`config.mk`:
```
export PLATFORM = sky130hd
export DESIGN_NAME = imem_loader
export DESIGN_NICKNAME = d
export VERILOG_FILES = /design/src/rtl/imem_loader_pkg.sv /design/src/rtl/imem_loader_word_assembler.sv /design/src/rtl/imem_loader.sv
export SDC_FILE = /design/constraint.sdc
export NUM_CORES = 1
export LEC_CHECK = 0
export CORE_UTILIZATION = 35
export CTS_CLUSTER_SIZE = 12
export DETAILED_ROUTE_END_ITERATION = 8
export GPL_TIMING_DRIVEN = 0
export PLACE_DENSITY_LB_ADDON = 0.15
export SYNTH_ARGS = -nofsm -noshare
export SYNTH_HDL_FRONTEND = slang
export SYNTH_SLANG_ARGS = --single-unit
```
`constraint.sdc`:
```
create_clock -name clk -period 3 [get_ports clk]
set_input_delay 0.3 -clock clk [delete_from_list [all_inputs] [get_ports clk]]
set_output_delay 0.3 -clock clk [all_outputs]
set_load 0.01 [all_outputs]
```
`src/rtl/imem_loader_pkg.sv`:
```
// imem_loader_pkg: shared types and constants for the instruction-memory boot loader
package imem_loader_pkg;
   typedef enum logic [2:0] {S_LEN_LO, S_LEN_HI, S_DATA, S_CSUM, S_DONE, S_ERR} state_t;
   localparam int LEN_BYTES = 2;
   localparam int BYTES_PER_WORD = 4;
   localparam int MAX_WORDS = 65535;
   typedef logic [7:0] csum_t;
   function automatic logic takes_bytes(input state_t s);
      return s == S_LEN_LO || s == S_LEN_HI || s == S_DATA || s == S_CSUM;
   endfunction
endpackage

```
`src/rtl/imem_loader_word_assembler.sv`:
```
// word_assembler: collects four bytes little-endian; word_valid/word present the completed word
// combinationally on the accept of the fourth byte so the caller can register the write.
module word_assembler
   import imem_loader_pkg::*;
(
   input  logic        clk,
   input  logic        reset_n,
   input  logic        clear,
   input  logic        byte_valid,
   input  logic [7:0]  byte_in,
   output logic        word_valid,
   output logic [31:0] word
);
   logic [1:0]  cnt;
   logic [23:0] lanes;
   assign word_valid = byte_valid && cnt == 2'(BYTES_PER_WORD - 1);
   assign word = {byte_in, lanes};
   // Right-shifting in each byte leaves byte 0 in the lowest lane after three bytes.
   always_ff @(posedge clk or negedge reset_n) begin
      if (!reset_n) begin
         cnt <= '0;
         lanes <= '0;
      end else if (clear) begin
         cnt <= '0;
         lanes <= '0;
      end else if (byte_valid) begin
         cnt <= cnt + 2'd1;
         lanes <= {byte_in, lanes[23:8]};
      end
   end
endmodule

```
`src/rtl/imem_loader.sv`:
```
// imem_loader: boot loader; parses a length-prefixed, XOR-checked byte frame into imem writes
// and releases the core from reset only after a verified load.
module imem_loader
   import imem_loader_pkg::*;
#(
   parameter int n = 32,
   parameter int depth = 1024,
   localparam int ADDR_W = $clog2(depth)
) (
   input  logic              clk,
   input  logic              reset_n,
   input  logic              rx_valid,
   input  logic [7:0]        rx_data,
   output logic              rx_ready,
   input  logic              reload,
   output logic              imem_we,
   output logic [ADDR_W-1:0] imem_addr,
   output logic [n-1:0]      imem_wdata,
   output logic              core_reset_n,
   output logic              done,
   output logic              error
);
   localparam logic [16:0] DEPTH_L = 17'(depth);
   state_t      state, nxt;
   logic [7:0]  len_lo;
   logic [15:0] count, widx, len_word;
   csum_t       csum;
   logic        acc, reload_ok, asm_valid;
   logic [31:0] asm_word;
   assign acc = rx_valid && rx_ready;
   assign len_word = {rx_data, len_lo};
   assign reload_ok = reload && (state == S_DONE || state == S_ERR);
   word_assembler u_asm (
      .clk(clk),
      .reset_n(reset_n),
      .clear(reload_ok),
      .byte_valid(acc && state == S_DATA),
      .byte_in(rx_data),
      .word_valid(asm_valid),
      .word(asm_word)
   );
   always_comb begin
      nxt = state;
      case (state)
         S_LEN_LO: nxt = acc ? S_LEN_HI : state;
         S_LEN_HI: nxt = !acc ? state : {1'b0, len_word} > DEPTH_L ? S_ERR : len_word == '0 ? S_CSUM : S_DATA;
         S_DATA:   nxt = asm_valid && widx == count - 16'd1 ? S_CSUM : state;
         S_CSUM:   nxt = !acc ? state : rx_data == csum ? S_DONE : S_ERR;
         default:  nxt = reload ? S_LEN_LO : state;
      endcase
   end
   // All status outputs are registered from the next state, so they move the cycle after the deciding byte.
   always_ff @(posedge clk or negedge reset_n) begin
      if (!reset_n) begin
         state <= S_LEN_LO;
         rx_ready <= 1'b0;
         imem_we <= 1'b0;
         imem_addr <= '0;
         imem_wdata <= '0;
         core_reset_n <= 1'b0;
         done <= 1'b0;
         error <= 1'b0;
         len_lo <= '0;
         count <= '0;
         widx <= '0;
         csum <= '0;
      end else begin
         state <= nxt;
         rx_ready <= takes_bytes(nxt);
         done <= nxt == S_DONE;
         error <= nxt == S_ERR;
         core_reset_n <= nxt == S_DONE;
         imem_we <= asm_valid;
         if (asm_valid) begin
            imem_addr <= widx[ADDR_W-1:0];
            imem_wdata <= asm_word;
            widx <= widx + 16'd1;
         end
         if (acc && state == S_LEN_LO) len_lo <= rx_data;
         if (acc && state == S_LEN_HI) count <= len_word;
         if (acc && state == S_DATA) csum <= csum ^ rx_data;
         if (reload_ok) begin
            len_lo <= '0;
            count <= '0;
            widx <= '0;
            csum <= '0;
         end
      end
   end
endmodule

```
======== Yosys cells after proc, flatten, opt, wreduce, memory -nomap -nowiden ========
Cells that the tools add are included.
operators by class
  $mul .................................... 0
  bitwise gates (word level) .............. 1
  shift-type cells ........................ 0
  eq/ne operators ......................... 13
  add/sub/neg operators ................... 3
  multiplexer cells ....................... 21
  div/mod/pow operators ................... 0
  reduce and logical (&&, ||, !) cells .... 18
  order comparisons ....................... 1
operator list
  kind                                                              number
  2-to-1 mux 16 bit                                                 4
  2-to-1 mux 24 bit                                                 2
  2-to-1 mux 8 bit                                                  4
  2-to-1 mux 3 bit                                                  6
  adder 16 x 1 -> 16 bit (second input constant)                    1
  equality test 16 bit                                              1
  greater-than comparator 16 x 11 -> 1 bit (second input constant)  1
  zero test 16 bit                                                  1
  subtractor 16 x 1 -> 16 bit (second input constant)               1
  equality test 3 x 2 -> 1 bit (second input constant)              4
  equality test 3 bit (second input constant)                       4
  case mux 3 bit (4 select lines)                                   1
  equality test 8 bit                                               1
  nonzero test 2 bit                                                4
  bitwise XOR 8 bit                                                 1
  logical AND 1 bit                                                 7
  equality test 3 x 1 -> 1 bit (second input constant)              2
  zero test 3 bit                                                   2
  logical OR 1 bit                                                  4
  2-to-1 mux 2 bit                                                  2
  adder 2 x 1 -> 2 bit (second input constant)                      1
  equality test 2 bit (second input constant)                       1
  2-to-1 mux 1 bit                                                  2
storage, ports and cells
  output and inout bits ................... 47
  bits in latches ......................... 0
  memories ................................ 0
  register bits after elaboration ......... 123
  logic and storage cells ................. 70
  input bits .............................. 12
  bits in read-only memories .............. 0
  RAM bits ................................ 0

======== Logic depth before layout (Yosys ltp) ========
Gate-level depths: netlist (run 1).
  depth in word-level cells ............... 10
  gate-level depth with buffers ........... 9
  depth with buffers taken out ............ 8

======== Hierarchy ========
A second synthesis (run 1) with hierarchy kept.
unflattened totals
  cells, all modules ...................... 532
  area, all modules ....................... 5779.3 µm²
modules (own cells, without submodules)
  module          instances  seq. area each (µm²)  area each (µm²)  cells an instance
  imem_loader     1          2427.3                4625.7           438
  word_assembler  1          650.6                 1153.6           94

======== Worst setup path after synthesis (run 1) ========
No wires, ideal clock.
  kind .................................... flip-flop to flip-flop
  from .................................... register count[7]
  to ...................................... register state[0]
  clock period less this slack ............ 2224 ps
  data arrival time ....................... 2120 ps
  required time ........................... 2896 ps
  library setup time ...................... 104 ps
  path slack .............................. 776 ps
  buffers on the path ..................... 1
  stages on the path, launching flop included .. 7
  cell sequence ........................... dfrtp_1 > buf_6 > or3_4 > or4_4 > o221a_1 > o22a_1 > o41ai_2
on the way
  longest elaborated chain between the ends .. 5
ends and longest elaborated chain
  what                             line               source
  start: declaration               imem_loader.sv:26  logic [15:0] count, widx, len_word;
  start signal: assignment         imem_loader.sv:80  if (acc && state == S_LEN_HI) count <= len_word;
  subtractor 16 x 1 -> 16 bit      imem_loader.sv:47  S_DATA: nxt = asm_valid && widx == count - 16'd1 ? S_CSUM : state;
  equality test 16 bit             imem_loader.sv:47
  logical AND 1 bit                imem_loader.sv:47
  2-to-1 mux 3 bit                 imem_loader.sv:47
  case mux 3 bit (4 select lines)  imem_loader.sv:44  case (state)
  named net nxt[0]                 imem_loader.sv:24  state_t state, nxt;
  end signal: assignment           imem_loader.sv:68  state <= nxt;
  end: declaration                 imem_loader.sv:24
The timed path passes the listed nets, and every way through them passes these cells.
A chain may end at the register's enable or synchronous reset.

======== Final worst setup path (run 1) ========
  from .................................... register state[0]
  to ...................................... register imem_wdata[28]
on the way
  longest elaborated chain between the ends .. 3
ends and longest elaborated chain
  what                          line                              source
  equality test 3 x 2 -> 1 bit  imem_loader.sv:37                 .byte_valid(acc && state == S_DATA),
  logical AND 1 bit             imem_loader.sv:37
  logical AND 1 bit             imem_loader_word_assembler.sv:16  assign word_valid = byte_valid && cnt == 2'(BYTES_PER_WORD - 1);
  end signal: assignment        imem_loader.sv:76                 imem_wdata <= asm_word;
  end: declaration              imem_loader.sv:18                 output logic [n-1:0] imem_wdata,
No other way between the ends.

==> results of run 1 <==
placed cells by master, fill, tap and decap left out, types with 2 or more instances in the layout:
cell               n
o2111ai_1          3
nor3_1            12
a21oi_1           48
clkdlybuf4s50_1   55
nand3_1           12
xor2_1            25
inv_1              6
and3_1             5
nor2_1            37
nor4_1             8
mux2i_1           11
nor3b_1            2
and2_1             2
buf_6              2
xnor2_1           15
a311oi_1           3
nor2b_1            3
buf_1              2
ha_1               3
o21ai_0           22
clkbuf_16         17
dfrtp_1          123
or3_1              6
inv_6              2
nand4_1            3
clkinv_4           2
bufinv_16          4
nand2_1          101
clkinvlp_4         4
nand2b_1           2
clkbuf_1          25
buf_2              8
a31oi_1            3
nand3b_1           4
mux2_2            42
cells by family (layout without fill, tap and decap cells):
kind of cell / count (synthesis) / count (layout)
fa+ha+maj: 3 / 3
xor+xnor: 40 / 40
buf+inv: 42 / 132
simple gates: 203 / 203
compound gates: 85 / 85
mux: 53 / 53
flops: 123 / 123
synthesized netlist by cell type, types with 2 or more instances:
| library cell | count |
|---|---|
| xnor2_1 | 15 |
| mux2i_1 | 11 |
| nand3b_1 | 4 |
| a311oi_1 | 3 |
| mux2_2 | 42 |
| nor2_1 | 37 |
| or3_1 | 6 |
| dfrtp_1 | 123 |
| buf_1 | 2 |
| and2_1 | 2 |
| ha_1 | 3 |
| clkbuf_1 | 24 |
| nor3b_1 | 2 |
| o21ai_0 | 22 |
| a21oi_1 | 48 |
| nand3_1 | 12 |
| nand4_1 | 3 |
| nor4_1 | 8 |
| inv_1 | 6 |
| buf_2 | 8 |
| nand2_1 | 101 |
| o2111ai_1 | 3 |
| and3_1 | 5 |
| xor2_1 | 25 |
| nor3_1 | 12 |
| nand2b_1 | 2 |
| a31oi_1 | 3 |
| nor2b_1 | 3 |
repair_timing:
action,CTS,global route
endpoints found under the setup margin,0,0
buffers inserted,0,0
hold buffers,1,0
endpoints found under the hold margin,42,0
metal layers:
| layer | global-route usage, % | part of all wire, % | up-vias | wire, um |
|---|---|---|---|---|
| met5 | 0 | 0 | - | 0 |
| met4 | 6.85 | 1.5 | 0 | 201 |
| met3 | 3.66 | 3.2 | 17 | 437 |
| met2 | 30.0 | 49 | 79 | 6650 |
| met1 | 24.0 | 46 | 2101 | 6250 |
| li1 | - | - | 2030 | - |
critical path, delay by kind of cell (launching register included):
family / cells / cell delay, ns
multiplexers: 1 / 0.37
buffers and inverters: 4 / 1.15
AND/OR/NAND/NOR: 2 / 0.73
flip-flops: 1 / 0.36
final cells by class:
type / instances / area [um^2]
flip-flops and latches: 123 / 3080
well taps: 211 / 264
repair buffers: 58 / 599
clock inverters: 13 / 190
clock buffers: 19 / 443
fillers: 1510 / 8310
multi-input cells: 384 / 2370
inverters: 6 / 22.5
plain buffers: 36 / 156
worst max-delay path by stage:
stage	to	slack [ns]	cells after the start
2_1_floorplan	state[0]	0.78	6
3_3_place_gp	u_asm.lanes[4]	-3.26	1
3_5_place_dp	state[0]	-0.18	6
4_1_cts	imem_wdata[28]	0.21	7
5_1_grt	imem_wdata[26]	0.01	7
6_report	imem_wdata[28]	0.27	7
state kept, by name, indices dropped and copies added (netlist names), 2 cells and up:
name,count
count,16
csum,8
imem_addr,10
imem_wdata,32
len_lo,8
state,3
u_asm.cnt,2
u_asm.lanes,24
widx,16
per-stage QoR:
stage                     hold WS [ns]  setup slack, ns  utilization (%)
after floorplan                0.00441            0.776                -
after global placement           0.469            -3.26             41.8
after detailed placement         0.251           -0.182             42.0
after CTS                        0.221            0.211             46.2
after global routing             0.258           0.0102             46.2
final                            0.234            0.266             46.2
power groups by stage:
stage | logic, mW | clock network (mW) | registers, mW
CTS | 1.41 | 2.22 | 2.03
global route | 1.60 | 2.29 | 2.06
floorplan | 1.05 | 0 | 2.01
global placement | 1.38 | 0 | 2.06
detailed placement | 1.41 | 0 | 2.06
finish | 1.41 | 2.18 | 2.03
==> flow_summary.ini, run 1 <==
[synth]
synth_xor_area_share_pct = 6.23
yosysTopAreaCell = dfrtp_1
synthTopCellsByArea = dfrtp_1 (55%), mux2_2 (8.4%), nand2_1 (6.7%), a21oi_1 (4.3%), xor2_1 (3.9%)
synth.cell_area_mm2 = 0.00563
synth_mux_area_share_pct = 10.4
synth_fa_ha_area_share_pct = 0.667
synth_area_per_cell_um2 = 10.2
synth_flop_cell = dfrtp_1
async_flop_share_pct = 100
synth_compound_area_share_pct = 8.50
syn-num-nets = 564
ys_warn_count = 0
yosysSeqAreaShare_pct = 54.7
synth_seq_cells = 123
synth-edff-count = 0
synth_cells = 549
synth.top_cell.area_share_pct = 54.7
synth-simple-area-share_pct = 16.3
synth_top_family_by_area = simple AND/OR/NAND/NOR gates
synth_cell_types = 42

[die]
initial_utilization_pct = 36.5
die_w_um = 129
pin_count = 59
core_region_area_mm2 = 0.0154
row_count = 45
die_h_um = 129
fp.dieArea_mm2 = 0.0166

[job]
drv_cap = 0

[global_route]
grt_usage_pct = 18.3
grt_pass1_wl_um = 23100
grt_pass1_vias = 4407
grt_antenna_before_repair = 0
gr-total-overflow = 0
grt_max_degree = 82

[routing]
wl_per_cell_um = 15.9
drt_wl_total_um = 13500
drt_first_iter_violations = 311
vias = 4227
postRouteAntennaNets = 0
viasPerCell = 4.97
dr.pass1.iters = 4
drcViolationCount = 0

[cells_and_area]
layout-drive-gt1-share_pct = 13.8
final_nets = 641
fin_area_mm2 = 0.00712
antenna_cells = 0
layout.cells.non_filler = 850
synthToLayoutAreaGrowth_pct = 26.6

[sta]
skew_ns = 0.00540
hold_viol_final = 0
max_slew_margin_pct = 54.2
setup_viol = 0
tightest_slew_ns = 0.682
final.period_utilization_pct = 91.1
final.setup.tns_ns = 0
period_needed_ns = 2.73
grt_setup_unrepaired = false
slew_violations = 0
clock.fmax_ghz = 0.366

[setup_path]
rr_endpoint = imem_wdata[28]
cp_cell_sequence = clkbuf_1 -> nor3b_1 -> and3_1 -> clkbuf_1 -> buf_2 -> buf_2 -> mux2_2
crit_path_end_kind = register
rrSetupSlack_ns = 0.27
reg2reg_depth = 7
path_class = register to register
cp.required_ns = 3.30
critPathMaxFanout = 10
cp_slowest_stage_delay_ns = 0.50
cp-startpoint = state[0]
startpoint_type = register
arrival_ns = 3.03
slowest_stage = nor3b_1
reg2reg_from = state[0]

[power_and_ir_drop]
ir_worst_vdd_mv = 0.378
p_int_mw = 3.86
power.total_mw = 5.61
power_density_mw_per_mm2 = 788
p_leak_nw = 3.16
pwr-share-clk_pct = 38.8
swShare_pct = 31.2
combPwrFrac_pct = 25.1
p_sw_mw = 1.75
seqPwrFrac_pct = 36.2

[cts]
clock_latency_ns = 0.41
cts.sinks = 123
numCtsBuffers = 17
ctsResizeCount = 0
clk_path_buf_depth = 2
clockRootBuffer = clkbuf_16
cts_tree = yes
h-tree-depth = 4
path_clk_slew_ns = 0.06

[worst_hold_path]
holdCritPathClass = input pin to register
min_to = count[11]
min-delay-start = rx_data[3]
whs_path_depth = 3

[place]
portBuffers = 56
dpl_cell_area_mm2 = 0.00648
place_hpwl_um = 9640
placedCellCount = 817
gp_congestion = 0.837

[status]
status = complete, no violations
Power figures use the tool's default switching activity.
==> run 2, diff against run 1 <==
SKIP_CTS_REPAIR_TIMING = 1   (was not set)
==> run 2 against run 1 <==
  * Core utilization stayed put
  * Wire length did not move
  * Clock skew is the same
  * Non-clock buffer count unchanged
  * Global-route usage about the same
  * Final area did not move
  * Sequential cell count stayed put
  * Die area unchanged
  * Combinational power barely moved
  * Clock power about the same
  * Critical endpoint unchanged
  * Largest cell class unchanged
  * Largest power group unchanged
  * Highest routed layer unchanged
==> flow_summary.ini, run 2 (synthesis results as in run 1) <==
[status]
status = complete, no violations

[cells_and_area]
largest_register_ffs = 32
final_common_cell = dfrtp_1
regArea_mm2 = 0.00308
largest_register = imem_wdata
fill_cells = 1510
final_cell_mix = dfrtp_1 (123), nand2_1 (101), clkdlybuf4s50_1 (55)
final_nets = 641
layout-drive-gt1-share_pct = 13.8
antenna_cells = 0
largestRegisters = imem_wdata: 32 flops, u_asm.lanes: 24 flops
multiInputGateArea_mm2 = 0.00237
utilization_pct = 46.2
synthToLayoutAreaGrowth_pct = 26.6

[cts]
cts_tree = yes
clock_latency_ns = 0.41
cts.sinks = 123
numCtsBuffers = 17
path_clk_slew_ns = 0.06
clockRootBuffer = clkbuf_16
clk_path_buf_depth = 2
h-tree-depth = 4

[worst_hold_path]
holdCritPathClass = input pin to register
min_to = count[11]
min-delay-start = rx_data[3]
whs_path_depth = 3

[global_route]
grt_pass1_wl_um = 23100
grt_pass1_vias = 4404
grt_antenna_before_repair = 0
gr-total-overflow = 0
grt_usage_pct = 18.3
grt_max_degree = 82

[routing]
vias = 4227
postRouteAntennaNets = 0
dr.pass1.iters = 4
drt_first_iter_violations = 311
wl_per_cell_um = 15.9
drt_wl_total_um = 13500
drcViolationCount = 0
viasPerCell = 4.97

[sta]
fin_ws_ns = 0.266
final.period_utilization_pct = 91.1
setup_viol = 0
final.setup.tns_ns = 0
max_slew_margin_pct = 54.2
period_needed_ns = 2.73
slew_violations = 0
hold_slack_ns = 0.234
clock.fmax_ghz = 0.366
skew_ns = 0.00540
tightest_slew_ns = 0.682
grt_setup_unrepaired = false
hold_viol_final = 0

[setup_path]
cp.required_ns = 3.30
reg2reg_from = state[0]
cp_top_family = buffers and inverters
cp_slowest_stage_delay_ns = 0.50
arrival_ns = 3.03
critPathBufInv = 4
path_class = register to register
reg2reg_depth = 7
crit_path_end_kind = register
critPathMaxFanout = 10
rr_endpoint = imem_wdata[28]
slowest_stage = nor3b_1
cp_cell_sequence = clkbuf_1 -> nor3b_1 -> and3_1 -> clkbuf_1 -> buf_2 -> buf_2 -> mux2_2
rrSetupSlack_ns = 0.27
startpoint_type = register

[die]
row_count = 45
pin_count = 59
initial_utilization_pct = 36.5
core_region_area_mm2 = 0.0154
die_h_um = 129
die_w_um = 129
fp.dieArea_mm2 = 0.0166

[power_and_ir_drop]
p_leak_nw = 3.16
power_density_mw_per_mm2 = 788
ir_worst_vdd_mv = 0.378

[place]
portBuffers = 56
gp_congestion = 0.837
dp_slack_ns = -0.182
place_hpwl_um = 9640

[job]
drv_cap = 0
[run 2: cell counts in the layout (fill, tap and decap cells not counted)]
Identical to the previous run, type by type.
[run 2: tightest hold or removal path, cell delays in order]
cell and delay, ns:
buf_2 0.17, nand2_1 0.08, a21oi_1 0.05
[run 2: final cells by class]
| class | count | share of cell area, % |
|---|---|---|
| Tap cell | 211 | 3.71 |
| Clock inverter | 13 | 2.67 |
| Clock buffer | 19 | 6.22 |
| Sequential cell | 123 | 43.2 |
| Inverter | 6 | 0.316 |
| Timing Repair Buffer | 58 | 8.42 |
| Buffer | 36 | 2.20 |
| Multi-Input combinational cell | 384 | 33.3 |
[run 2: metrics by stage]
| step | total power [mW] | area, um^2 | instances |
|---|---|---|---|
| after detailed placement | 3.46 | 6480 | 817 |
| after global routing | 5.95 | 7120 | 850 |
| final | 5.61 | 7120 | 850 |
| after floorplan | 3.05 | 5630 | 549 |
| after CTS | 5.66 | 7110 | 849 |
| after global placement | 3.44 | 6450 | 816 |
[run 2: where the power goes]
part | total, mW | leakage [nW] | internal (mW) | switching, mW
combinational | 1.41 | 1.17 | 0.600 | 0.806
clock | 2.18 | 0.296 | 1.42 | 0.760
sequential | 2.03 | 1.69 | 1.84 | 0.187
total | 5.61 | 3.16 | 3.86 | 1.75
[run 2: worst max path at each step]
stage | cells past startpoint | start | end | slack [ns]
after floorplan | 6 | count[7] | state[0] | 0.78
after global placement | 1 | reset_n | u_asm.lanes[4] | -3.26
after detailed placement | 6 | rx_data[4] | state[0] | -0.18
after CTS | 7 | state[0] | imem_wdata[28] | 0.21
after global routing | 7 | state[0] | imem_wdata[26] | 0.01
final | 7 | state[0] | imem_wdata[28] | 0.27
[run 2: layer usage]
metal	up-vias	share of wire, %	GRT usage, %
li1	2030	-	-
met1	2101	46	24.0
met2	79	49	30.0
met3	17	3.2	3.62
met4	0	1.5	6.85
met5	-	0	0
